[src/rtl/simon_key_debounce.sv]
`default_nettype none
// ============================================================================
//  Module   : simon_key_debounce
//  Purpose  : Synchronises and debounces the Simon colour keys and start
//             button into clean single-cycle one-hot key and start pulses.
//  Revision : 1.0  initial release
// ============================================================================
module simon_key_debounce #(
    parameter int unsigned DEB_CYCLES = 8,
    parameter int unsigned CNT_W      = 4
) (
    input  logic       clock,
    input  logic       reset,
    input  logic [3:0] raw_k,
    input  logic       raw_start,
    output logic [3:0] k,
    output logic [1:0] key_code,
    output logic       key_valid,
    output logic       start,
    output logic       busy
);

    typedef enum logic [1:0] {
        IDLE = 2'd0,
        DEB  = 2'd1,
        HELD = 2'd2,
        REL  = 2'd3
    } state_t;

    localparam logic [CNT_W-1:0] C_CNT_MAX = CNT_W'(DEB_CYCLES - 1);
    localparam logic [CNT_W-1:0] C_CNT_ONE = CNT_W'(1);

    logic [3:0]       k_s1_q, k_s2_q;
    logic             st_s1_q, st_s2_q;

    state_t           key_state_q, key_state_d;
    logic [CNT_W-1:0] key_cnt_q, key_cnt_d;
    logic [3:0]       key_lat_q, key_lat_d;
    logic             key_acc_d;

    state_t           st_state_q, st_state_d;
    logic [CNT_W-1:0] st_cnt_q, st_cnt_d;
    logic             st_acc_d;

    logic [3:0]       key_first_d;
    logic [1:0]       key_idx_d;

    logic [3:0]       k_q;
    logic [1:0]       key_code_q;
    logic             key_valid_q;
    logic             start_q;
    logic             busy_q;

    always_ff @(posedge clock or posedge reset) begin
        if (reset) begin
            k_s1_q  <= '0;
            k_s2_q  <= '0;
            st_s1_q <= 1'b0;
            st_s2_q <= 1'b0;
        end else begin
            k_s1_q  <= raw_k;
            k_s2_q  <= k_s1_q;
            st_s1_q <= raw_start;
            st_s2_q <= st_s1_q;
        end
    end

    always_comb begin
        key_state_d = key_state_q;
        key_cnt_d   = key_cnt_q;
        key_lat_d   = key_lat_q;
        key_acc_d   = 1'b0;
        case (key_state_q)
            IDLE: begin
                if (k_s2_q != 4'b0000) begin
                    key_lat_d   = k_s2_q;
                    key_cnt_d   = '0;
                    key_state_d = DEB;
                end
            end
            DEB: begin
                if (k_s2_q == key_lat_q) begin
                    if (key_cnt_q == C_CNT_MAX) begin
                        key_acc_d   = 1'b1;
                        key_state_d = HELD;
                    end else begin
                        key_cnt_d = key_cnt_q + C_CNT_ONE;
                    end
                end else if (k_s2_q == 4'b0000) begin
                    key_state_d = IDLE;
                end else begin
                    // A different key combination restarts the stability window
                    key_lat_d = k_s2_q;
                    key_cnt_d = '0;
                end
            end
            HELD: begin
                if (k_s2_q == 4'b0000) begin
                    key_cnt_d   = '0;
                    key_state_d = REL;
                end
            end
            REL: begin
                if (k_s2_q != 4'b0000) begin
                    key_state_d = HELD;
                end else if (key_cnt_q == C_CNT_MAX) begin
                    key_state_d = IDLE;
                end else begin
                    key_cnt_d = key_cnt_q + C_CNT_ONE;
                end
            end
            default: key_state_d = IDLE;
        endcase
    end

    // Single-bit input: the latched vector is always 1 in DEB, so it is implied
    always_comb begin
        st_state_d = st_state_q;
        st_cnt_d   = st_cnt_q;
        st_acc_d   = 1'b0;
        case (st_state_q)
            IDLE: begin
                if (st_s2_q) begin
                    st_cnt_d   = '0;
                    st_state_d = DEB;
                end
            end
            DEB: begin
                if (!st_s2_q) begin
                    st_state_d = IDLE;
                end else if (st_cnt_q == C_CNT_MAX) begin
                    st_acc_d   = 1'b1;
                    st_state_d = HELD;
                end else begin
                    st_cnt_d = st_cnt_q + C_CNT_ONE;
                end
            end
            HELD: begin
                if (!st_s2_q) begin
                    st_cnt_d   = '0;
                    st_state_d = REL;
                end
            end
            REL: begin
                if (st_s2_q) begin
                    st_state_d = HELD;
                end else if (st_cnt_q == C_CNT_MAX) begin
                    st_state_d = IDLE;
                end else begin
                    st_cnt_d = st_cnt_q + C_CNT_ONE;
                end
            end
            default: st_state_d = IDLE;
        endcase
    end

    // Red wins over green over yellow over blue, matching the controller
    always_comb begin
        key_first_d = 4'b0000;
        key_idx_d   = 2'd0;
        if (key_lat_q[0]) begin
            key_first_d = 4'b0001;
            key_idx_d   = 2'd0;
        end else if (key_lat_q[1]) begin
            key_first_d = 4'b0010;
            key_idx_d   = 2'd1;
        end else if (key_lat_q[2]) begin
            key_first_d = 4'b0100;
            key_idx_d   = 2'd2;
        end else if (key_lat_q[3]) begin
            key_first_d = 4'b1000;
            key_idx_d   = 2'd3;
        end
    end

    always_ff @(posedge clock or posedge reset) begin
        if (reset) begin
            key_state_q <= IDLE;
            key_cnt_q   <= '0;
            key_lat_q   <= '0;
            st_state_q  <= IDLE;
            st_cnt_q    <= '0;
            k_q         <= '0;
            key_code_q  <= '0;
            key_valid_q <= 1'b0;
            start_q     <= 1'b0;
            busy_q      <= 1'b0;
        end else begin
            key_state_q <= key_state_d;
            key_cnt_q   <= key_cnt_d;
            key_lat_q   <= key_lat_d;
            st_state_q  <= st_state_d;
            st_cnt_q    <= st_cnt_d;
            k_q         <= key_acc_d ? key_first_d : 4'b0000;
            key_code_q  <= key_acc_d ? key_idx_d : 2'd0;
            key_valid_q <= key_acc_d;
            start_q     <= st_acc_d;
            busy_q      <= (key_state_d != IDLE);
        end
    end

    assign k         = k_q;
    assign key_code  = key_code_q;
    assign key_valid = key_valid_q;
    assign start     = start_q;
    assign busy      = busy_q;

endmodule
`default_nettype wire

[config.mk]
export PLATFORM = sky130hd
export DESIGN_NAME = simon_key_debounce
export DESIGN_NICKNAME = d
export VERILOG_FILES = /design/src/rtl/simon_key_debounce.sv
export SDC_FILE = /design/constraint.sdc
export NUM_CORES = 1
export LEC_CHECK = 0
export CAP_MARGIN = 25
export CORE_MARGIN = 1.5
export CORE_UTILIZATION = 55
export CTS_CLUSTER_DIAMETER = 100
export DETAILED_ROUTE_END_ITERATION = 10
export GPL_ROUTABILITY_DRIVEN = 0
export GPL_TIMING_DRIVEN = 0
export PLACE_DENSITY = 0.79
export SETUP_SLACK_MARGIN = 0.02
export SYNTH_ARGS = -nofsm -noshare
export SYNTH_HDL_FRONTEND = slang
export SYNTH_SLANG_ARGS = --single-unit
[constraint.sdc]
create_clock -name clock -period 2.7 [get_ports clock]
set_input_delay 0.27 -clock clock [delete_from_list [all_inputs] [get_ports clock]]
set_output_delay 0.27 -clock clock [all_outputs]
set_load 0.005 [all_outputs]
# Word-level counts from Yosys, hierarchy flattened
# Index checks and enable logic that the tools add are counted.
# totals
out_inout_bits	9
reg_bits	35
latchBits	0
mem_bits_ro	0
memories	0
word_cells	95
mem_bits_rw	0
# op_classes
div_mod_pow	0
n_reduce_logical	10
n_mux	48
n_mul	0
magnitude_cmp	0
n_shift	0
eq_ne	21
addsub	2
n_bitwise	0
# op_table
cell	count
$mux 4	19
$mux 2	18
$pmux 4 s4	2
$ne 2x2->1 const B	9
$pmux 2 s4	2
$reduce_and 4->1	4
$ne 3x3->1 const B	3
$add 4x1->4 const B	2
$eq 2x2->1 const B	4
$eq 4x3->1 const B	2
$pmux 4 s2	1
$mux 1	6
$eq 2x1->1 const B	2
$eq 4x4->1	1
$logic_not 2->1	2
$logic_not 4->1	1
$reduce_bool 2->1	2
$reduce_bool 4->1	1

# Logic depth before layout (Yosys ltp)
# Gate-level depths: netlist (run 1).
# depth
word_depth	5
depth_mapped	7
mapped_depth_nobuf	5

# Least setup slack after synthesis (run 1)
# OpenSTA, ideal clock, no wires.
# synth_path
path_kind	flip-flop to flip-flop
from	register key_lat_q[0]
to	register k_q[3] (netlist: k[3])
t_required_ps	2605
arrival_ps	1884
path_buffers	2
path_slack_ps	722
path_stages_with_launch	7
setup_ps	95
cell_sequence	dfrtp_1 > buf_6 > xor2_1 > or4_1 > or3_1 > buf_4 > nor4_4
# synth_via
elab_chain_len	4
elab_cells_between_ends	5
# synth_rtl
item	line_no	rtl
from (decl)	38	logic [3:0] key_lat_q, key_lat_d;
from (signal assigned)	191	key_lat_q <= key_lat_d;
$eq 4x4->1	82	if (k_s2_q == key_lat_q) begin
$mux 1	82	
$mux 1	73	case (key_state_q)
$mux 4 *	194	k_q <= key_acc_d ? key_first_d : 4'b0000;
to (signal assigned)	194	
to (decl)	48	logic [3:0] k_q;
# Mark *: on every way between the ends. The rest lies on a longest branch, timed or not.
# A chain may end at the register's enable or synchronous reset.

# Worst setup path after layout (run 1)
# layout_path
from	register key_lat_q[0]
to	register key_cnt_q[2]
# layout_via
elab_chain_len	3
elab_cells_between_ends	5
# layout_rtl
item	line_no	rtl
$eq 4x4->1 *	82	
$ne 3x3->1 (no line) / $mux 4 (equally long branches)	--	
$reduce_and 4->1 (no line) / $pmux 4 s4 (equally long branches)	--	
to (signal assigned)	190	key_cnt_q <= key_cnt_d;
to (decl)	37	logic [CNT_W-1:0] key_cnt_q, key_cnt_d;
# Marked as above.

==> results.cfg, run 1 <==
[status]
status = finished, final reports clean

[final_layout]
drive_gt1_frac = 0.163
mostFrequentLayoutCells = 35 x dfrtp_1, 15 x clkdlybuf4s50_1, 10 x inv_1
n_antenna_cell = 0
post-route-util = 0.712
area_growth_pct = 18.7
final_area_um2 = 1830
nets = 161
final_common_cell = dfrtp_1

[yosys]
synth.avg_cell_area_um2 = 11.9
yosysSeqAreaShare = 0.569
synth.area.mux_share = 0.0504
yosysWarnings = 0
synthAdderAreaFrac = 0.0163
syn_inst = 129
yosys.area_share.simple = 0.180
synth_top_family_by_area = simple AND/OR/NAND/NOR gates
ys_types = 38
syn_area_um2 = 1540
synth-edff-count = 0
synth_flop_cell = dfrtp_1
postSynth.asyncResetShare = 1.00
synth_xor_area_frac = 0.0398
synth_compound_area_frac = 0.0984
ys_seq_elements = 35
synth_nets = 138

[floorplanning]
core_area_um2 = 2570
start_util = 0.599
die_w_um = 55.9
fp-row-count = 18
dieArea_um2 = 3120
die_y_um = 55.9
io_pins = 16

[setup_path]
r2r_cells = 5
crit_type = reg2reg
cp_max_fo = 8
slowest_stage = o21ai_0
r2r_setup_slack_ns = 0.47
crit_path_cell_trace = buf_6 -> xor2_1 -> or4_1 -> o21ai_0 -> a221oi_1
rr_startpoint = key_lat_q[0]
arrival_ns = 2.41
cp_slowest_stage_delay_ns = 0.59
endpoint_kind = flip-flop
crit_required_ns = 2.89
worstReg2RegEnd = key_cnt_q[2]
cp-start-kind = flip-flop

[drt]
vias_per_cell = 5.84
met3_length_um = 184
drt_pass1_iterations = 4
wl_met2_mm = 1.49
routed_wl_mm = 2.88
dr_total_vias = 1068
drc = 0
ant_nets = 0
wl_met1_mm = 1.16
initialDrtViolationCount = 37
dr.max_layer_used = met4
wl_per_cell_um = 15.7

[clocking]
cts.clk_slew.worst_paths_ns = 0.10
cts_tree = built
cts_setup_buffers = 0
insertion_delay_ns = 0.34
htree_levels = 2
clockBufferDepth = 2
holdBufCountCts = 0
clock_sinks = 35
cts-root-buf = clkbuf_4
cts_resized = 0
cts_made_buffers = 5

[power]
p_leak_nw = 0.767
ir_drop_mv = 0.554
pwr-share-clk = 0.294
p_sw_mw = 0.296
p_int_mw = 0.793
powerDensity_nw_per_um2 = 596
switching_share = 0.272
p_total_mw = 1.09
seqPwrFrac = 0.561
p_comb_frac = 0.145

[sta]
setup_ws_ns = 0.472
tightest_slew_ns = 0.834
period_minus_slack_ns = 2.23
finalCritPeriodShare = 0.825
final.setup.tns_ns = 0
slew_headroom = 0.439
finalHoldViolCount = 0
max_freq_ghz = 0.449
grt_setup_unrepaired = no
slew_viol_final = 0
setup_viol_count_final = 0
fin_worst_skew_ns = 0.00401

[min_path]
min_path_type = in2async

[global_routing]
grt_pass1_vias = 1023
grt_max_degree = 26
grt_pass1_wl_mm = 4.89
grt_usage = 0.215
gr-total-overflow = 0
antenna_found_initial = 0

[run]
maxCapViolations = 0

[placement]
port_buffers = 15
pre_cts_slack_ns = 0.566
post-dp-hpwl_mm = 2.10
postPlaceCellArea_um2 = 1750
==> cells by family after synthesis <==
family / Yosys count
adders and majority gates: 2
AOI/OAI and AO/OA: 22
buffers and inverters: 16
xor gates and xnor gates: 7
and+or+nand+nor: 40
DFF: 35
muxes: 7
==> per-stage QoR <==
stage               cells  hold slack, ns
detailed placement    175           0.336
finish                183           0.241
global route          183           0.274
CTS                   183           0.255
floorplan             129           0.301
global placement      174           0.332
==> synth_stat cells, drive strengths merged, types with 2 or more instances <==
cell | n | area share
a22o | 3 | 0.017
nor3 | 4 | 0.016
o22ai | 3 | 0.012
clkbuf | 3 | 0.0073
ha | 2 | 0.016
mux2 | 6 | 0.044
nor4 | 6 | 0.052
buf | 3 | 0.015
nand2 | 6 | 0.015
xor2 | 4 | 0.023
a21oi | 5 | 0.016
nand2b | 2 | 0.0081
o21ai | 4 | 0.013
nor2 | 5 | 0.012
xnor2 | 3 | 0.017
or4 | 2 | 0.0098
o211ai | 2 | 0.0098
nor3b | 2 | 0.013
and2 | 2 | 0.0081
inv | 10 | 0.024
nand3 | 6 | 0.020
and3b | 2 | 0.011
dfrtp | 35 | 0.57
==> how the worst max path moves through the flow <==
stage,endpoint,startpoint,slack [ns],cells past startpoint
after CTS,key_cnt_q[2],key_lat_q[0],0.51,5
after detailed placement,key_cnt_q[2],key_lat_q[0],0.57,5
after global routing,key_cnt_q[2],key_lat_q[0],0.39,5
after floorplan,k[3],key_lat_q[0],0.72,6
final,key_cnt_q[2],key_lat_q[0],0.47,5
after global placement,key_cnt_q[2],key_lat_q[0],0.65,5
==> sequential cells by signal (all words and copies together) (netlist names), named ones only <==
signal       cells
start            1
busy             1
key_lat_q        4
k                4
key_cnt_q        4
st_s2_q          1
key_code         2
st_s1_q          1
key_valid        1
k_s1_q           4
st_state_q       1
key_state_q      2
st_cnt_q         4
k_s2_q           4
==> worst max-delay path, delay by kind of cell, from the launching register on <==
kind	cells	cell delay, ns
buffers and inverters	1	0.15
xor gates and xnor gates	1	0.17
AOI/OAI and AO/OA	2	0.80
and+or+nand+nor	1	0.56
DFF	1	0.38
==> metal layers <==
metal	vias up	global-route usage
li1	508	-
met1	518	0.262
met2	36	0.340
met3	6	0.0884
met4	0	0.0918
met5	-	0
==> power groups by stage <==
stage	sequential, mW	combinational (mW)	clock (mW)
2_1_floorplan	0.608	0.118	0
3_5_place_dp	0.620	0.159	0
3_3_place_gp	0.615	0.140	0
6_report	0.611	0.158	0.321
4_1_cts	0.610	0.159	0.330
5_1_grt	0.618	0.177	0.354
==> area by class of cell <==
type,count,area (um2)
clock inverter,1,7.51
fill,197,741
clock buffer,7,65.1
sequential,35,876
tap,30,37.5
multi-input combinational,78,592
timing repair buffer,16,178
buffer,6,33.8
inverter,10,37.5
Power figures use the tool's default switching activity.
==> run 2: changes to the inputs <==
- clock period: 2.7 -> 2.05 ns (I/O delays scaled with it)
==> run 2 against run 1 <==
Compared with the run above: clock-buffer cell count unchanged; routed wire length up 1.8%; sequential power rose by 31%; first-iteration DRC count increased by 41%; combinational power rose by 46%; power up 34%; sequential cell count stayed put; clock skew rose by 0.0015 ns.
==> results.cfg, run 2 (synthesis gave the netlist of run 1 again) <==
[floorplanning]
die_y_um = 55.9
dieArea_um2 = 3120
io_pins = 16
core_area_um2 = 2570
fp-row-count = 18
start_util = 0.599
die_w_um = 55.9

[drt]
dr_total_vias = 1060
drc = 0
routed_wl_mm = 2.93
drt_pass1_iterations = 6
vias_per_cell = 5.79
ant_nets = 0
wl_per_cell_um = 16.0
initialDrtViolationCount = 52

[final_layout]
n_antenna_cell = 0
final_common_cell = dfrtp_1
final_area_um2 = 1860
mostFrequentLayoutCells = 34 x dfrtp_1, 15 x clkdlybuf4s50_1, 10 x inv_1
drive_gt1_frac = 0.209
nets = 161
nFillCells = 189
area_growth_pct = 21.0

[power]
p_leak_nw = 0.777
powerDensity_nw_per_um2 = 782
ir_drop_mv = 0.743

[setup_path]
slowest_stage = or4_4
rr_startpoint = key_lat_q[1]
worstReg2RegEnd = key_code[1]
arrival_ns = 2.22
crit_required_ns = 2.30
r2r_cells = 4
endpoint_kind = flip-flop
r2r_setup_slack_ns = 0.08
cp_slowest_stage_delay_ns = 0.55
crit_type = reg2reg
endpoint = key_code[1]
critical_path.startpoint = key_lat_q[1]
crit_path_cell_trace = xor2_2 -> or4_4 -> or3_4 -> nor4_4
cp_max_fo = 8
cp-start-kind = flip-flop

[clocking]
cts_made_buffers = 5
cts-root-buf = clkbuf_4
cts_tree = built
clock_sinks = 35
clockBufferDepth = 2
htree_levels = 2
cts.clk_slew.worst_paths_ns = 0.10
holdBufCountCts = 0
insertion_delay_ns = 0.34

[sta]
finalHoldViolCount = 0
slew_viol_final = 0
finalCritPeriodShare = 0.962
final.setup.tns_ns = 0
tightest_slew_ns = 0.876
period_minus_slack_ns = 1.97
max_freq_ghz = 0.507
fin_worst_skew_ns = 0.00549
setup_viol_count_final = 0
grt_setup_unrepaired = no
slew_headroom = 0.411

[status]
status = finished, final reports clean

[run]
maxCapViolations = 0

[global_routing]
grt_usage = 0.217
grt_max_degree = 26
gr-total-overflow = 0
antenna_found_initial = 0
grt_pass1_vias = 1032
grt_pass1_wl_mm = 4.95

[placement]
post-dp-hpwl_mm = 2.10
port_buffers = 15
postPlaceCellArea_um2 = 1750

[min_path]
min_path_type = in2async
run 2: cell count changes in the layout (fill, tap and decap cells not counted), sizes merged:
| cell | previous run | this run |
|---|---|---|
| buf | 4 | 5 |
| clkbuf | 10 | 9 |
run 2: cell type report:
class	count	area (um2)	area share
buffer	4	22.5	0.0121
clock buffer	7	65.1	0.0349
clock inverter	1	7.51	0.00403
inverter	10	37.5	0.0202
multi-input combinational	78	622	0.334
sequential	35	877	0.471
tap	30	37.5	0.0202
timing repair buffer	18	193	0.103
run 2: layer usage:
metal  GRT usage  up-vias  wire length (um)
li1            -      504                 -
met1       0.265      514              1190
met2       0.344       36              1530
met3      0.0884        6               165
met4      0.0918        0                50
met5           0        -                 0
run 2: timing repair:
item                                   CTS  global route
endpoints found under the hold margin    0             0
pin swaps                                1             0
setup endpoints to repair               12             4
resized for setup                        4             5
buffers inserted                         1             1
run 2: worst min-delay path by stage:
stage	from	to	depth (start not counted)
detailed placement	st_s1_q	st_s2_q	0
global placement	k_s1_q[3]	k_s2_q[3]	0
finish	reset	busy	2
global route	reset	st_cnt_q[3]	2
floorplan	raw_k[0]	k_s1_q[0]	0
CTS	reset	st_cnt_q[3]	2
run 2: critical path, delay by kind of cell, from the launching register on:
family / cells / cell delay, ns
and+or+nand+nor: 3 / 1.25
DFF: 1 / 0.44
xor gates and xnor gates: 1 / 0.19
run 2: where the power goes:
part | internal, mW | switching [mW]
Sequential | 0.743 | 0.0573
Clock | 0.200 | 0.225
Combinational | 0.111 | 0.119
run 2: metrics by stage:
stage / hold slack (ns) / std cells / setup WS (ns) / total power [mW] / util
finish: 0.174 / 183 / 0.0770 / 1.46 / 0.725
global route: 0.209 / 183 / 0.0225 / 1.53 / 0.725
CTS: 0.190 / 183 / 0.0339 / 1.46 / 0.718
detailed placement: 0.336 / 175 / -0.0842 / 1.03 / 0.683
global placement: 0.332 / 174 / -0.000375 / 0.994 / 0.673
floorplan: 0.236 / 129 / 0.0718 / 0.957 / -
==> run 3: changes to the inputs <==
- CAP_MARGIN: 25 -> 40
==> run 3 against run 2 <==
Compared with the run above: first-iteration DRC count is 25% lower; global-route usage is 0.12 points lower; clock power hardly changed; via count is 1.5% higher; register-to-register slack worse by 0.03 ns; setup slack worse by 0.027 ns; largest cell class unchanged; die area stayed put; clock-buffer cell count stayed put; combinational power hardly changed; utilization is 0.098 points higher.
==> results.cfg, run 3 (synthesis gave the netlist of run 1 again) <==
[sta]
final.setup.tns_ns = 0
slew_headroom = 0.377
slew_viol_final = 0
finalHoldViolCount = 0
fin_worst_skew_ns = 0.00562
grt_setup_unrepaired = yes
setup_viol_count_final = 0
finalCritPeriodShare = 0.976
tightest_slew_ns = 0.926
period_minus_slack_ns = 2.00
max_freq_ghz = 0.500
fin_hold_ws_ns = 0.287

[final_layout]
instances_no_fill = 185
drive_gt1_frac = 0.200
post-route-util = 0.726
nFillCells = 191
mostFrequentLayoutCells = 33 x dfrtp_1, 15 x clkdlybuf4s50_1, 10 x inv_1
nets = 163
n_antenna_cell = 0
final_common_cell = dfrtp_1
area_growth_pct = 21.1

[placement]
placed_cells = 175
port_buffers = 15
post-dp-hpwl_mm = 2.07

[drt]
drc = 0
ant_nets = 0
routed_wl_mm = 2.94
drt_pass1_iterations = 4
dr_total_vias = 1076
vias_per_cell = 5.82
initialDrtViolationCount = 39
wl_per_cell_um = 15.9

[floorplanning]
fp-row-count = 18
die_y_um = 55.9
core_area_um2 = 2570
start_util = 0.599
io_pins = 16
die_w_um = 55.9
dieArea_um2 = 3120

[global_routing]
grt_pass1_vias = 1035
met1_usage = 0.255
grt_usage = 0.216
use_met2 = 0.354
antenna_found_initial = 0
grt_pass1_wl_mm = 4.97
grtUsageMet3 = 0.0837
gr-total-overflow = 0
grt_busiest_layer = met2
grt_max_degree = 20

[min_path]
min_path_type = in2async

[run]
maxCapViolations = 0

[clocking]
clockBufferDepth = 2
clock_sinks = 35
cts-root-buf = clkbuf_4
insertion_delay_ns = 0.34
htree_levels = 2
cts.clk_slew.worst_paths_ns = 0.10
cts_made_buffers = 5
holdBufCountCts = 0
cts_tree = built

[power]
ir_drop_mv = 0.777
p_total_mw = 1.46
p_leak_nw = 0.784
powerDensity_nw_per_um2 = 781

[setup_path]
cp-start-kind = flip-flop
cp_max_fo = 8
crit_required_ns = 2.30
arrival_ns = 2.25
endpoint_kind = flip-flop
crit_type = reg2reg

[status]
status = finished, final reports clean
run 3: final timing paths:
check / start / end / slack (ns) / cells after the start
max: key_lat_q[3] / key_code[1] / 0.05 / 5
min: reset / asynchronous set/reset pin / 0.29 / 2
max reg2reg: key_lat_q[3] / key_code[1] / 0.05 / 5
min reg2reg: k_s1_q[1] / k_s2_q[1] / 0.36 / 0
max in group asynchronous: reset / key_lat_q[3] / 1.21 / 3
min in group clock: raw_k[3] / k_s1_q[3] / 0.29 / 1
run 3: cell type report:
type / count / area, um2 / share of cell area
tap: 30 / 37.5 / 0.0201
clock inverter: 1 / 7.51 / 0.00403
clock buffer: 7 / 65.1 / 0.0349
inverter: 10 / 37.5 / 0.0201
multi-input combinational: 78 / 604 / 0.324
sequential: 35 / 878 / 0.471
timing repair buffer: 19 / 200 / 0.107
buffer: 5 / 33.8 / 0.0181
run 3: per-layer routing:
| metal | wire length, um | vias to the layer above |
|---|---|---|
| met3 | 114 | 9 |
| met2 | 1490 | 22 |
| li1 | - | 509 |
| met1 | 1250 | 536 |
| met5 | 0 | - |
| met4 | 80 | 0 |
run 3: timing repair:
action	CTS	global route
gates resized for setup	4	2
pin swaps	1	0
setup buffers	1	2
setup endpoints to repair	9	6
cloned	0	0
run 3: worst max-delay path: stages (launching register included):
cell and delay [ns]:
dfrtp_2 0.45, xor2_1 0.20, or4_4 0.53, or3_1 0.37
buf_6 0.16, nor4_4 0.20
run 3: stage by stage:
stage	setup slack (ns)	area (um2)
finish	0.0495	1860
global route	-0.000137	1860
CTS	0.0303	1840
detailed placement	-0.106	1750
global placement	-0.000375	1730
floorplan	0.0718	1540
run 3: report_power, final:
part,total (mW),internal (mW),switching [mW],leakage (nW)
clock network,0.426,0.200,0.226,0.0375
registers,0.800,0.743,0.0563,0.440
logic,0.230,0.112,0.118,0.306
total,1.46,1.06,0.400,0.784
